**src/rtl/spi_slave_frame_if.sv**
```systemverilog
// Serial link and core-side bundle for the SPI frame responder.
// The master modport is the serial master plus AES core side.
// The slave modport is the responder block itself.
interface spi_slave_frame_if #(
  parameter int NK = 8,
  parameter int NB = 4
) ();
  localparam int MSG_W = 32 * NB;
  localparam int KEY_W = 32 * NK;

  logic             cs_enc_dec;
  logic             Mosi;
  logic             Miso;
  logic [MSG_W-1:0] msg_out;
  logic [KEY_W-1:0] key_out;
  logic             frame_valid;
  logic [MSG_W-1:0] result_in;
  logic             result_valid;
  logic             result_ready;
  logic             tx_done;

  modport master (
    output cs_enc_dec, Mosi, result_in, result_valid,
    input  Miso, msg_out, key_out, frame_valid, result_ready, tx_done
  );

  modport slave (
    input  cs_enc_dec, Mosi, result_in, result_valid,
    output Miso, msg_out, key_out, frame_valid, result_ready, tx_done
  );
endinterface

```
**src/rtl/spi_slave_frame.sv**
```systemverilog
// Shifts in a message+key frame on Mosi, hands it to the core, and serialises the result on Miso.
// Latency: frame_valid one cycle after the last Mosi bit; Miso MSB in the cycle after the result is accepted.
// Backpressure: result_ready is high only while waiting; cs_enc_dec high aborts any frame in progress.
module spi_slave_frame #(
  parameter int NK = 8,
  parameter int NB = 4
) (
  input  logic           in_clk,
  input  logic           rst,
  spi_slave_frame_if.slave bus
);
  localparam int MSG_W   = 32 * NB;
  localparam int KEY_W   = 32 * NK;
  localparam int FRAME_W = MSG_W + KEY_W;
  localparam logic [8:0] LAST_RX = 9'(FRAME_W - 1);
  localparam logic [8:0] LAST_TX = 9'(MSG_W - 1);

  typedef enum logic [2:0] {IDLE, RX, WAIT_RES, TX, DONE} state_t;

  state_t             state;
  logic [8:0]         cnt;
  // The final frame bit comes straight from Mosi, so only FRAME_W-1 bits are stored.
  logic [FRAME_W-2:0] rx_sh;
  // Holds the result bits not yet placed on Miso.
  logic [MSG_W-2:0]   tx_sh;
  logic [FRAME_W-1:0] rx_next;

  assign rx_next = {rx_sh, bus.Mosi};

  // Frame receive, result handoff and result transmit state machine with registered outputs.
  always_ff @(posedge in_clk or negedge rst) begin
    if (!rst) begin
      state            <= IDLE;
      cnt              <= '0;
      rx_sh            <= '0;
      tx_sh            <= '0;
      bus.msg_out      <= '0;
      bus.key_out      <= '0;
      bus.frame_valid  <= 1'b0;
      bus.result_ready <= 1'b0;
      bus.tx_done      <= 1'b0;
      bus.Miso         <= 1'b0;
    end else begin
      bus.frame_valid <= 1'b0;
      bus.tx_done     <= 1'b0;
      case (state)
        IDLE: begin
          bus.Miso <= 1'b0;
          if (!bus.cs_enc_dec) begin
            rx_sh <= {{(FRAME_W-2){1'b0}}, bus.Mosi};
            cnt   <= 9'd1;
            state <= RX;
          end
        end
        RX: begin
          if (bus.cs_enc_dec) begin
            cnt   <= '0;
            state <= IDLE;
          end else if (cnt == LAST_RX) begin
            bus.msg_out      <= rx_next[FRAME_W-1:KEY_W];
            bus.key_out      <= rx_next[KEY_W-1:0];
            bus.frame_valid  <= 1'b1;
            bus.result_ready <= 1'b1;
            cnt              <= '0;
            state            <= WAIT_RES;
          end else begin
            rx_sh <= rx_next[FRAME_W-2:0];
            cnt   <= cnt + 9'd1;
          end
        end
        WAIT_RES: begin
          if (bus.cs_enc_dec) begin
            bus.result_ready <= 1'b0;
            state            <= IDLE;
          end else if (bus.result_valid) begin
            tx_sh            <= bus.result_in[MSG_W-2:0];
            bus.Miso         <= bus.result_in[MSG_W-1];
            bus.result_ready <= 1'b0;
            cnt              <= '0;
            state            <= TX;
          end
        end
        TX: begin
          if (bus.cs_enc_dec) begin
            bus.Miso <= 1'b0;
            cnt      <= '0;
            state    <= IDLE;
          end else if (cnt == LAST_TX) begin
            // Last bit has been on the line for a full cycle.
            bus.Miso    <= 1'b0;
            bus.tx_done <= 1'b1;
            cnt         <= '0;
            state       <= DONE;
          end else begin
            bus.Miso <= tx_sh[MSG_W-2];
            tx_sh    <= {tx_sh[MSG_W-3:0], 1'b0};
            cnt      <= cnt + 9'd1;
          end
        end
        DONE: begin
          bus.Miso <= 1'b0;
          if (bus.cs_enc_dec) state <= IDLE;
        end
        default: begin
          bus.Miso         <= 1'b0;
          bus.result_ready <= 1'b0;
          cnt              <= '0;
          state            <= IDLE;
        end
      endcase
    end
  end
endmodule

```
**src/flat_wrapper.sv**
```systemverilog
// flat-port wrapper written by rule: the top's interface ports become plain ports
module spi_slave_frame_flat 
#(
  parameter int NK = 8,
  parameter int NB = 4
)
  (in_clk, rst, bus_cs_enc_dec, bus_Mosi, bus_result_in, bus_result_valid, bus_Miso, bus_msg_out, bus_key_out, bus_frame_valid, bus_result_ready, bus_tx_done);
  spi_slave_frame_if #(.NK(NK), .NB(NB)) bus_i ();
  input  logic in_clk;
  input  logic rst;
  input wire logic [$bits(bus_i.cs_enc_dec)-1:0] bus_cs_enc_dec;
  input wire logic [$bits(bus_i.Mosi)-1:0] bus_Mosi;
  input wire logic [$bits(bus_i.result_in)-1:0] bus_result_in;
  input wire logic [$bits(bus_i.result_valid)-1:0] bus_result_valid;
  output wire logic [$bits(bus_i.Miso)-1:0] bus_Miso;
  output wire logic [$bits(bus_i.msg_out)-1:0] bus_msg_out;
  output wire logic [$bits(bus_i.key_out)-1:0] bus_key_out;
  output wire logic [$bits(bus_i.frame_valid)-1:0] bus_frame_valid;
  output wire logic [$bits(bus_i.result_ready)-1:0] bus_result_ready;
  output wire logic [$bits(bus_i.tx_done)-1:0] bus_tx_done;
  assign bus_i.cs_enc_dec = bus_cs_enc_dec;
  assign bus_i.Mosi = bus_Mosi;
  assign bus_i.result_in = bus_result_in;
  assign bus_i.result_valid = bus_result_valid;
  assign bus_Miso = bus_i.Miso;
  assign bus_msg_out = bus_i.msg_out;
  assign bus_key_out = bus_i.key_out;
  assign bus_frame_valid = bus_i.frame_valid;
  assign bus_result_ready = bus_i.result_ready;
  assign bus_tx_done = bus_i.tx_done;
  spi_slave_frame #(.NK(NK), .NB(NB)) u_core (.in_clk(in_clk), .rst(rst), .bus(bus_i));
endmodule
```
**config.mk**
```make
export PLATFORM = sky130hd
export DESIGN_NAME = spi_slave_frame_flat
export DESIGN_NICKNAME = d
export VERILOG_FILES = /design/src/rtl/spi_slave_frame_if.sv /design/src/rtl/spi_slave_frame.sv /design/src/flat_wrapper.sv
export SDC_FILE = /design/constraint.sdc
export NUM_CORES = 1
export LEC_CHECK = 0
export ABC_AREA = 1
export ABC_CLOCK_PERIOD_IN_PS = 4500
export BUFFER_PORTS_ARGS = -buffer_cell sky130_fd_sc_hd__buf_2
export CAP_MARGIN = 20
export CORE_MARGIN = 4
export CORE_UTILIZATION = 30
export CTS_BUF_LIST = sky130_fd_sc_hd__clkbuf_8
export CTS_CLUSTER_DIAMETER = 120
export DETAILED_ROUTE_END_ITERATION = 8
export PLACE_DENSITY = 0.52
export SYNTH_ARGS = -nofsm -noshare
export SYNTH_HDL_FRONTEND = slang
export SYNTH_SLANG_ARGS = --single-unit
```
**constraint.sdc**
```tcl
create_clock -name in_clk -period 4.5 [get_ports in_clk]
set_input_delay 0.675 -clock in_clk [delete_from_list [all_inputs] [get_ports in_clk]]
set_output_delay 0.675 -clock in_clk [all_outputs]
set_load 0.02 [all_outputs]
```
==> results by stage, run 1 <==
Run status:
- The run finished with clean final reports.

Clock tree:
- The number of H-tree levels is 4.
- The number of buffers inserted to repair setup after CTS is 0.
- At the later pin of the worst-skew pair, clock insertion delay measures 0.87 ns.
- In this run, CTS created clock tree buffers numbering 160.
- The number of buffers on the longest clock path is 3.
- The post-CTS clock slew at the launch and capture registers of the worst setup and hold paths is 0.06 ns.
- The root buffer selected by CTS is clkbuf_8.
- Clock tree synthesis found a total of 910 sinks.
- The clock tree from TritonCTS is built.

Critical path:
- The startpoint of the worst setup timing path is u_core.state[1].
- The kind of start point of the critical path is a flop.
- The maximum net fanout on the critical path is 155.
- At the worst endpoint, the arrival time is 3.84 ns.
- The launching point of the worst reg2reg path is u_core.state[1].
- The type of the setup path with the least slack is reg2reg.
- STA puts the critical path data required time at 5.28 ns.
- The sort of element at the end of the critical path is a flop.

Timing:
- The portion of the clock cycle consumed by the worst path in the final layout is 0.680.
- For this run, the top clock speed supported by timing is 327 MHz.
- The minimum clock period is 3.06 ns.
- The setup TNS after final layout is 0 ns.
- In this run the tightest slew margin relative to its limit is 0.282.
- The slew at the pin closest to its max-slew limit is 1.08 ns.
- The final-report hold violation count is 0.
- Between clock sinks in the finished design, the worst skew comes to 0.0311 ns.
- Setup violations remaining at the end of the flow were counted as 0.
- The max-slew violation count came to 0.
- Setup repair after global routing left no endpoint under its margin.

Finish:
- Of the cells placed in the final design, the portion with a size suffix greater than 1 is 0.177.
- The number of standard cells in the layout, taps in and fillers out is 6299.
- The total of fill cells in the finished design is 12600.
- The area overhead of the layout relative to synthesis is 20.7%.
- The final net count is 4686.
- Leaving out fill and tap cells, the most frequent cells in the layout are nand2_1, dfrtp_1, nand3_1.
- The most common cell after layout, fill and taps aside is nand2_1.

Drt:
- The remaining number of nets flagged by the antenna check after routing is 0.
- Wires add up to 102000 microns.
- For this run, design rule violations remaining after detail routing come to 0.
- The count of routing violations after the opening detailed-route iteration is 2257.
- Dividing the detail-routed via count by the number of cells gives 4.62.
- The average wire per cell in the routed design is 16.2 microns.
- The pre-antenna-repair detailed-routing pass consisted of 5 iterations.
- Summing over every cut layer, the via total after detailed routing is 29100.

Synth:
- The post-synthesis register bit count is 910.
- The number of synthesis warnings is 0.
- Of the synthesized area, sequential elements account for 0.620.
- Dividing the synthesized area by the synthesized cell count gives 8.98 sq um.
- Synthesis produced 4087 cells.
- Ranked by total cell area, the synthesized netlist is headed by dfrtp_1, nand2_1, nand3_1.
- The number of nets in the synthesized netlist is 4221.
- The number of different library cells used by synthesis comes to 25.
- Of the post-synthesis cell area, the dominant cell type holds 0.620.
- Of all cell types, the one taking the most synthesized area is dfrtp_1.
- The cell area that synthesis handed to floorplanning was 36700 sq um.

Placement:
- The final weighted congestion of routability-driven global placement is 0.782.
- The sum of net half-perimeters after detailed placement is 64500 microns.
- During placement, the flow inserted port buffers numbering 520.
- The number of cells after detailed placement is 5992.

GRT:
- The number of antenna violations at the first check in global routing is 5.
- The wire length of the first global-routing pass is 162000 microns.
- The total routing usage reported by global routing is 0.158.
- The maximum number of pins on one net before global-route repair is 156.
- The via count of the first global-routing pass came to 28800.
- The overall overflow remaining after global route is 0.

Power:
- Summing internal, switching and leakage power gives 21.4 mW.
- The maximum VDD drop is 0.000283 V.
- The power density over the cells is 483 nW/um^2.
- The analysis attributes to cell leakage a power of 22.4 nW.

Run:
- Max-cap violations in this run came to 0.

Floorplan:
- The die is 358 microns tall.
- The initial cell density of the core is 0.302.
- For this design the top-level I/O count stands at 521.
- The area of the core is 122000 sq um.
- The floorplan has 128 rows.
- The floorplan step set the die width to 358 microns.
- The die covers 128000 sq um.

Worst hold path:
- The startpoint identified for the worst hold timing path is bus_result_in[120].
- The worst min-delay path class is in2reg.
## state kept, by name (all words and copies together) (netlist names)
name                     count
u_core.bus.Miso              1
u_core.bus.frame_valid       1
u_core.bus.key_out         256
u_core.bus.msg_out         128
u_core.bus.result_ready      1
u_core.bus.tx_done           1
u_core.cnt                   9
u_core.rx_sh               383
u_core.state                 3
u_core.tx_sh               127
## stage by stage
step	instance area [sq um]	hold slack (ns)	worst slack (ns)	util
after global routing	44300	0.0581	1.16	0.364
after detailed placement	40800	0.453	1.38	0.335
final	44300	0.149	1.44	0.364
after floorplan	36700	0.379	2.51	-
after global placement	40800	0.452	1.41	0.335
after CTS	44300	0.000396	1.41	0.364
## worst paths after layout
check,cells after the start,slack [ns],endpoint
max reg2reg,8,1.44,u_core.bus.key_out[92]
min in group asynchronous,2,0.49,u_core.rx_sh[95]
max,8,1.44,u_core.bus.key_out[92]
max in group asynchronous,3,2.84,u_core.rx_sh[276]
min reg2reg,2,0.46,u_core.bus.key_out[219]
min,5,0.15,u_core.tx_sh[120]
## power by group
| part | total (mW) | switching (mW) | internal (mW) |
|---|---|---|---|
| clock network | 7.76 | 3.53 | 4.22 |
| registers | 9.32 | 0.440 | 8.88 |
| logic | 4.31 | 3.29 | 1.02 |
| total | 21.4 | 7.27 | 14.1 |
## cell type report
type / count / area [sq um] / share of cell area
antenna: 4 / 10.0 / 0.000226
clock buffer: 202 / 2780 / 0.0628
clock inverter: 78 / 482 / 0.0109
inverter: 319 / 1210 / 0.0274
multi-input combinational: 2553 / 11400 / 0.257
sequential: 910 / 22800 / 0.514
tap: 1625 / 2030 / 0.0459
timing repair buffer: 608 / 3610 / 0.0814
## cell usage after synthesis
master and number:
nand2_1 1176, nand3_1 733, clkinv_1 1, o2111a_1 1
a21oi_1 4, buf_2 134, buf_1 42, or2_2 1
nand2_2 3, dfrtp_1 910, nor2_1 16, nand4_1 1
a31o_2 1, o21ai_0 308, inv_2 1, o21ai_1 300
o22ai_1 1, xor2_1 3, buf_6 3, ha_1 1
clkbuf_1 111, buf_4 15, nor3_4 1, a21boi_0 3
inv_1 317
## timing repair
action                    CTS  global route
resized for setup           0             0
hold endpoints to repair   98             0
hold buffers               23             0
## cells by family after synthesis
kind of cell               Yosys count  synth area share
AOI/OAI and AO/OA                  618            0.0848
and+or+nand+nor                   1931             0.223
xor gates and xnor gates             3          0.000716
buffers and inverters              624            0.0705
DFF                                910             0.620
adders and majority gates            1          0.000341
## critical path: stages (launching register included)
cell     delay [ns]
dfrtp_4        0.73
inv_1          0.13
nand2_2        0.24
nor3_4         0.07
buf_4          0.23
inv_8          0.61
buf_12         0.56
nand2_1        0.13
o21ai_1        0.12
## metal layers
layer / share of wire / vias to the layer above / track usage
met5: 0.00020 / - / 0
met4: 0.029 / 2 / 0.0542
met3: 0.074 / 187 / 0.0512
met2: 0.44 / 728 / 0.236
met1: 0.46 / 13900 / 0.216
li1: - / 14200 / -
Note: power is estimated with default switching activity, not from simulation.
==> run 2: changes to the inputs <==
- ABC_CLOCK_PERIOD_IN_PS: 4500 -> 2800
- PLACE_DENSITY: 0.52 -> 0.54
- clock period: 4.5 -> 2.8 ns (I/O delays scaled with it)
==> run 2 against run 1 <==
Compared with the run above:
- die area stayed put
- critical path depth rose by 2
- flip-flop and latch count stayed put
- sequential share of layout area decreased by 1.7 points
- via count increased by 2.3%
- wire length up 2.3%
- largest power group unchanged
- critical path type unchanged
- final area increased by 3.5%
==> results by stage, run 2 (synthesis gave the netlist of run 1 again) <==
Run status:
- Outcome: completed (unchanged).

Placement:
- The post-placement worst setup slack is 0.419 ns (was 1.38 ns).
- The final weighted congestion of routability-driven global placement is 0.773 (was 0.782).
- The sum of net half-perimeters after detailed placement was 64600 microns (was 64500 microns).
- The count of buffers inserted at the top-level ports came to 520 (unchanged).

Finish:
- The footprint of the flip-flops and latches came to 22800 sq um (unchanged).
- The register with the most flip-flops is u_core.rx_sh (unchanged).
- The final net count came to 4811 (was 4686).
- The area overhead of the layout relative to synthesis is 24.9% (was 20.7%).
- Commonest non-fill, non-tap cells in the layout: nand2_1, dfrtp_1, nand3_1 (unchanged).
- The area taken by multi-input logic gates came to 11400 sq um (unchanged).
- The share of layout cells above drive strength 1 is 0.174 (was 0.177).
- The flip-flop count of the largest register after layout came to 383 (unchanged).
- Regs by FF count: u_core.rx_sh (383), u_core.bus.key_out (256), u_core.bus.msg_out (128) (unchanged).
- The most common cell after layout, fill and taps aside is nand2_1 (unchanged).
- The total of fill cells in the finished design came to 12500 (was 12600).

Floorplan:
- The die width is 358 microns (unchanged).
- The number of rows in the core area is 128 (unchanged).
- The area of the core is 122000 sq um (unchanged).
- The count of boundary I/O pins is 521 (unchanged).
- The initial cell density of the core is 0.302 (unchanged).
- The die outline area is 128000 sq um (unchanged).
- The vertical extent of the die came to 358 microns (unchanged).

Clock tree:
- The number of buffers on the longest clock path was 3 (unchanged).
- The number of H-tree levels is 4 (unchanged).
- The number of hold-repair buffers added at the cts stage is 135 (was 23).
- The clock tree from TritonCTS is built (unchanged).
- The number of sinks on the clock net was 910 (unchanged).
- The post-CTS clock slew at the launch and capture registers of the worst setup and hold paths is 0.06 ns (about the same).
- The post-cts sizing count is 0 (unchanged).
- The number of CTS-inserted buffers came to 161 (was 160).
- The root buffer selected by CTS was clkbuf_8 (unchanged).
- The source-to-sink clock delay at the later pin of the worst-skew pair is 0.87 ns (about the same).
- The number of buffers inserted to repair setup after CTS is 0 (unchanged).

Timing:
- The highest clock frequency the design can meet is 405 MHz (was 327 MHz).
- The portion of the clock cycle consumed by the worst path in the final layout is 0.883 (was 0.680).
- The number of endpoints failing setup at the final stage was 0 (unchanged).
- The final-report hold violation count is 0 (unchanged).
- RSZ-0062 raised after global routing: false (unchanged).
- The setup TNS after final layout is 0 ns (unchanged).
- The minimum clock period came to 2.47 ns (was 3.06 ns).
- The clock skew is 0.0407 ns (was 0.0311 ns).
- The remaining max-slew budget at the tightest pin is 0.461 (was 0.282).
- The slew at the pin closest to its max-slew limit was 0.809 ns (was 1.08 ns).
- The post-route worst setup slack is 0.328 ns (was 1.44 ns).
- The max-slew violation count came to 0 (unchanged).

GRT:
- The wire length of the first global-routing pass is 167000 microns (was 162000 microns).
- The via count of the first global-routing pass is 29500 (was 28800).
- The overall overflow remaining after global route was 0 (unchanged).
- The maximum number of pins on one net before global-route repair is 128 (was 156).
- The total routing usage reported by global routing was 0.163 (was 0.158).
- The number of antenna violations at the first check in global routing is 5 (unchanged).

Drt:
- The remaining number of nets flagged by the antenna check after routing is 0 (unchanged).
- The average wire per cell in the routed design was 16.2 microns (about the same).
- The count of vias placed by the detailed router was 29700 (was 29100).
- The count of routing violations after the opening detailed-route iteration was 2436 (was 2257).
- The total length of routed wires is 104000 microns (was 102000 microns).
- The detailed-routing iteration count for the pre-antenna-repair pass is 6 (was 5).
- The detailed-route vias per instance is 4.62 (about the same).
- The DRC violations left was 0 (unchanged).

Worst hold path:
- The startpoint of the tightest hold check path is bus_result_valid (was bus_result_in[120]).
- The destination of the worst hold path is u_core.state[1] (was u_core.tx_sh[120]).
- The count of cells along the worst hold path is 8 (was 5).
- The worst min-delay path class is in2reg (unchanged).

Critical path:
- The data arrival at the endpoint of the critical path is 3.21 ns (was 3.84 ns).
- The delay of the slowest cell on the worst path was 0.56 ns (was 0.73 ns).
- The register-to-register setup slack is 0.33 ns (was 1.44 ns).
- The worst endpoint required time is 3.54 ns (was 5.28 ns).
- The launching point of the worst reg2reg path is u_core.cnt[0] (was u_core.state[1]).
- The number of cell instances on the worst register-to-register path is 10 (was 8).
- The kind of start point of the critical path was a flop (unchanged).
- The startpoint of the worst setup timing path is u_core.cnt[0] (was u_core.state[1]).
- The maximum net fanout on the critical path came to 4 (was 155).
- Worst path cell trace: ha_1, nand2_1, nor2_1, nand3_1, nand3_1, nand2_1, nand3_1, dlygate4sd3_1, nand2_1, dlygate4sd3_1 (was inv_1, nand2_2, nor3_4, buf_4, inv_8, buf_12, nand2_1, o21ai_1).
- The capture point of the worst reg-to-reg path is u_core.bus.Miso (was u_core.bus.key_out[92]).
- The sort of element at the end of the critical path was a flop (unchanged).
- The cell with the largest stage delay on the worst path is dlygate4sd3_1 (was dfrtp_4).
- The type of the setup path with the least slack is reg2reg (unchanged).

Power:
- The total power consumption of the routed design is 35.1 mW (was 21.4 mW).
- The power density over the cells is 766 nW/um^2 (was 483 nW/um^2).
- The leakage power is 23.1 nW (was 22.4 nW).
- The maximum VDD drop came to 0.000648 V (was 0.000283 V).

Run:
- The number of max-cap violations came to 0 (unchanged).
==> run 2: changes by cell type in the layout (fill, tap and decap cells not counted) <==
cell / delta
dlygate4sd3_1: +112
buf_12: +20
inv_1: +15
clkbuf_8: -9
buf_4: -8
bufinv_16: +5
inv_6: +4
inv_8: -3
diode_2: -2
clkinv_2: +1
clkinvlp_4: +1
==> run 2: worst max-delay path: cells and delay by family, from the launching register on <==
kind	cells	cell delay, ns
DFF	1	0.37
buffers and inverters	2	1.12
adders and majority gates	1	0.21
and+or+nand+nor	7	0.66
==> run 2: cell type report <==
cell class	count	area share
Antenna cell	2	0.000109
Multi-Input combinational cell	2553	0.249
Clock inverter	101	0.0153
Clock buffer	193	0.0579
Timing Repair Buffer	732	0.111
Tap cell	1625	0.0443
Inverter	319	0.0264
Sequential cell	910	0.497
==> run 2: report_power, final <==
part	total (mW)	internal, mW	switching, mW	leakage, nW
Sequential	14.9	14.3	0.654	11.8
Combinational	7.33	1.96	5.38	9.28
Clock	12.8	7.03	5.81	1.95
Total	35.1	23.3	11.8	23.1
==> run 2: metrics by stage <==
stage               std cells   util  instance area [sq um]  hold WS (ns)
CTS                      6433  0.377                  45800       0.00377
finish                   6435  0.377                  45900         0.195
floorplan                4087      -                  36700         0.124
global route             6434  0.377                  45900         0.203
detailed placement       6004  0.338                  41100         0.443
global placement         6004  0.338                  41100         0.441
==> run 2: worst max path at each step <==
| stage | end | slack (ns) | cells past startpoint |
|---|---|---|---|
| global placement | u_core.bus.msg_out[115] | 0.51 | 9 |
| floorplan | u_core.tx_sh[100] | 0.92 | 11 |
| finish | u_core.bus.Miso | 0.33 | 10 |
| detailed placement | u_core.bus.msg_out[79] | 0.42 | 9 |
| CTS | u_core.bus.Miso | 0.33 | 10 |
| global route | u_core.bus.msg_out[98] | 0.15 | 9 |
==> run 2: per-layer routing <==
metal / vias up / global-route usage / share of wire
met1: 14400 / 0.226 / 0.46
met4: 2 / 0.0484 / 0.019
met2: 787 / 0.248 / 0.45
li1: 14400 / - / -
met3: 157 / 0.0464 / 0.068
met5: - / 0 / 0.00012
==> run 3: changes to the inputs <==
- ABC_CLOCK_PERIOD_IN_PS: 2800 -> 3000
- PLACE_DENSITY: 0.54 -> 0.52
- clock period: 2.8 -> 3 ns (I/O delays scaled with it)
==> run 3 against run 2 <==
Compared with the run above:
- via count shrank 0.53%
- setup slack gained 0.22 ns
- maximum frequency grew 0.69%
- critical path depth shrank 1
- clock skew shrank 0.0031 ns
- flip-flop and latch count is the same
- largest power group unchanged
==> results by stage, run 3 (synthesis gave the netlist of run 1 again) <==
Drt:
- The count of vias placed by the detailed router came to 29600 (was 29700).
- The DRC violations left is 0 (unchanged).
- The detailed-route vias per instance is 4.62 (about the same).
- The total length of routed wires is 104000 microns (about the same).
- The remaining number of nets flagged by the antenna check after routing was 0 (unchanged).
- The average wire per cell in the routed design came to 16.2 microns (about the same).
- The count of routing violations after the opening detailed-route iteration is 2295 (was 2436).
- The detailed-routing iteration count for the pre-antenna-repair pass came to 6 (unchanged).

Clock tree:
- The number of CTS-inserted buffers is 160 (was 161).
- The number of buffers on the longest clock path is 3 (unchanged).
- The number of sinks on the clock net is 910 (unchanged).
- The root buffer selected by CTS is clkbuf_8 (unchanged).
- The post-CTS clock slew at the launch and capture registers of the worst setup and hold paths is 0.06 ns (about the same).
- The source-to-sink clock delay at the later pin of the worst-skew pair came to 0.87 ns (about the same).
- The clock tree from TritonCTS was built (unchanged).
- The number of H-tree levels is 4 (unchanged).

Critical path:
- The worst endpoint required time is 3.75 ns (was 3.54 ns).
- The sort of element at the end of the critical path is a flop (unchanged).
- The kind of start point of the critical path is a flop (unchanged).
- The type of the setup path with the least slack is reg2reg (unchanged).
- The maximum net fanout on the critical path is 100 (was 4).
- The data arrival at the endpoint of the critical path is 3.21 ns (about the same).

Floorplan:
- The number of rows in the core area is 128 (unchanged).
- The area of the core is 122000 sq um (unchanged).
- The count of boundary I/O pins is 521 (unchanged).
- The initial cell density of the core is 0.302 (unchanged).
- The die outline area is 128000 sq um (unchanged).
- The die width is 358 microns (unchanged).
- The vertical extent of the die is 358 microns (unchanged).

Finish:
- The number of standard cells in the layout, taps in and fillers out is 6398 (was 6435).
- The register with the most flip-flops is u_core.rx_sh (unchanged).
- The final core utilization is 0.373 (was 0.377).
- The final net count came to 4797 (was 4811).
- The share of layout cells above drive strength 1 came to 0.171 (was 0.174).
- The flip-flop count of the largest register after layout was 383 (unchanged).
- The most common cell after layout, fill and taps aside was nand2_1 (unchanged).
- Commonest non-fill, non-tap cells in the layout: nand2_1, dfrtp_1, nand3_1 (unchanged).
- The area overhead of the layout relative to synthesis is 23.7% (was 24.9%).
- Regs by FF count: u_core.rx_sh (383), u_core.bus.key_out (256), u_core.bus.msg_out (128) (unchanged).

GRT:
- The overall overflow remaining after global route is 0 (unchanged).
- The via count of the first global-routing pass is 29200 (was 29500).
- The total routing usage reported by global routing came to 0.162 (was 0.163).
- The maximum number of pins on one net before global-route repair is 148 (was 128).
- The wire length of the first global-routing pass was 166000 microns (was 167000 microns).
- The number of antenna violations at the first check in global routing came to 2 (was 5).

Timing:
- The final-report hold violation count is 0 (unchanged).
- RSZ-0062 raised after global routing: false (unchanged).
- The slew at the pin closest to its max-slew limit is 0.769 ns (was 0.809 ns).
- The setup TNS after final layout is 0 ns (unchanged).
- The number of endpoints failing setup at the final stage was 0 (unchanged).
- The clock skew is 0.0376 ns (was 0.0407 ns).
- The portion of the clock cycle consumed by the worst path in the final layout is 0.818 (was 0.883).
- The post-route worst setup slack is 0.545 ns (was 0.328 ns).
- The highest clock frequency the design can meet came to 407 MHz (was 405 MHz).
- The remaining max-slew budget at the tightest pin was 0.487 (was 0.461).
- The minimum clock period was 2.45 ns (was 2.47 ns).
- The max-slew violation count is 0 (unchanged).

Worst hold path:
- The worst min-delay path class is in2async (was in2reg).

Power:
- The part of the power in the clock network was 0.352 (was 0.366).
- The power density over the cells was 701 nW/um^2 (was 766 nW/um^2).
- The fraction of power consumed by sequential logic came to 0.439 (was 0.425).
- The total power consumption of the routed design was 31.8 mW (was 35.1 mW).
- The internal power component is 21.0 mW (was 23.3 mW).
- The maximum VDD drop is 0.000649 V (was 0.000648 V).
- The leakage power is 22.8 nW (was 23.1 nW).
- The power share of the combinational group is 0.209 (about the same).
- The fraction of power spent switching nets is 0.340 (was 0.337).
- The net switching power is 10.8 mW (was 11.8 mW).

Placement:
- The number of cells after detailed placement was 5995 (was 6004).
- The count of buffers inserted at the top-level ports is 520 (unchanged).
- The sum of net half-perimeters after detailed placement is 64700 microns (was 64600 microns).
- The post-placement worst setup slack is 0.575 ns (was 0.419 ns).
- The final weighted congestion of routability-driven global placement is 0.764 (was 0.773).

Run:
- The number of max-cap violations came to 0 (unchanged).

Run status:
- Outcome: completed (unchanged).
==> run 3: cell count changes in the layout (fill, tap and decap cells not counted), sizes merged <==
cell / change
buf: -9
bufinv: -6
clkbuf: -1
clkinv: -2
clkinvlp: -2
diode: -1
dlygate4sd3: -4
inv: -12
==> run 3: worst paths after layout <==
kind	startpoint	to	slack (ns)	depth (start not counted)
worst max-delay path	u_core.state[0]	u_core.rx_sh[260]	0.55	9
worst min-delay path	rst	u_core.bus.key_out[96]	0.12	2
worst max register to register	u_core.state[0]	u_core.rx_sh[260]	0.55	9
worst min register to register	u_core.bus.key_out[230]	u_core.bus.key_out[230]	0.46	2
max in group asynchronous	rst	u_core.rx_sh[343]	1.83	3
min in group in_clk	bus_result_valid	u_core.bus.Miso	0.17	5
==> run 3: through the flow <==
| stage | hold WS (ns) | instance area (sq um) |
|---|---|---|
| floorplan | 0.154 | 36700 |
| global placement | 0.413 | 41000 |
| detailed placement | 0.416 | 41000 |
| CTS | 0.00151 | 45400 |
| global route | 0.0640 | 45400 |
| finish | 0.117 | 45400 |
==> run 3: critical path, cell delays in order, from the launching register on <==
cell and delay [ns]:
dfrtp_1 0.41, inv_1 0.10, nor2_4 0.17, nand2_2 0.18
nor2_1 0.21, nand2_4 0.23, nand2_8 0.33, buf_12 0.35
nand3_1 0.15, o21ai_0 0.11
==> run 3: per-layer routing <==
layer,vias to the layer above,global-route usage,share of wire
met3,188,0.0463,0.069
met5,-,0,0.00011
met1,14200,0.221,0.46
met2,746,0.245,0.45
met4,2,0.0581,0.029
li1,14400,-,-
==> run 3: repair_timing <==
action                    CTS  global route
hold buffers              131             0
resized for setup           0             0
hold endpoints to repair  712             0
setup buffers               0             0
==> run 3: final cells by class <==
cell class              instances  area [sq um]
fillers                     12500         76300
flip-flops and latches        910         22800
multi-input cells            2553         11400
repair buffers                719          4860
clock buffers                 192          2640
well taps                    1625          2030
inverters                     319          1210
clock inverters                79           457
diodes                          1          2.50
==> run 3: power groups by stage <==
stage / clock network, mW / logic (mW) / registers, mW
floorplan: 0 / 4.22 / 14.2
global placement: 0 / 6.61 / 14.1
detailed placement: 0 / 6.63 / 14.1
CTS: 11.7 / 6.77 / 13.9
global route: 12.2 / 7.50 / 14.1
finish: 11.2 / 6.66 / 14.0
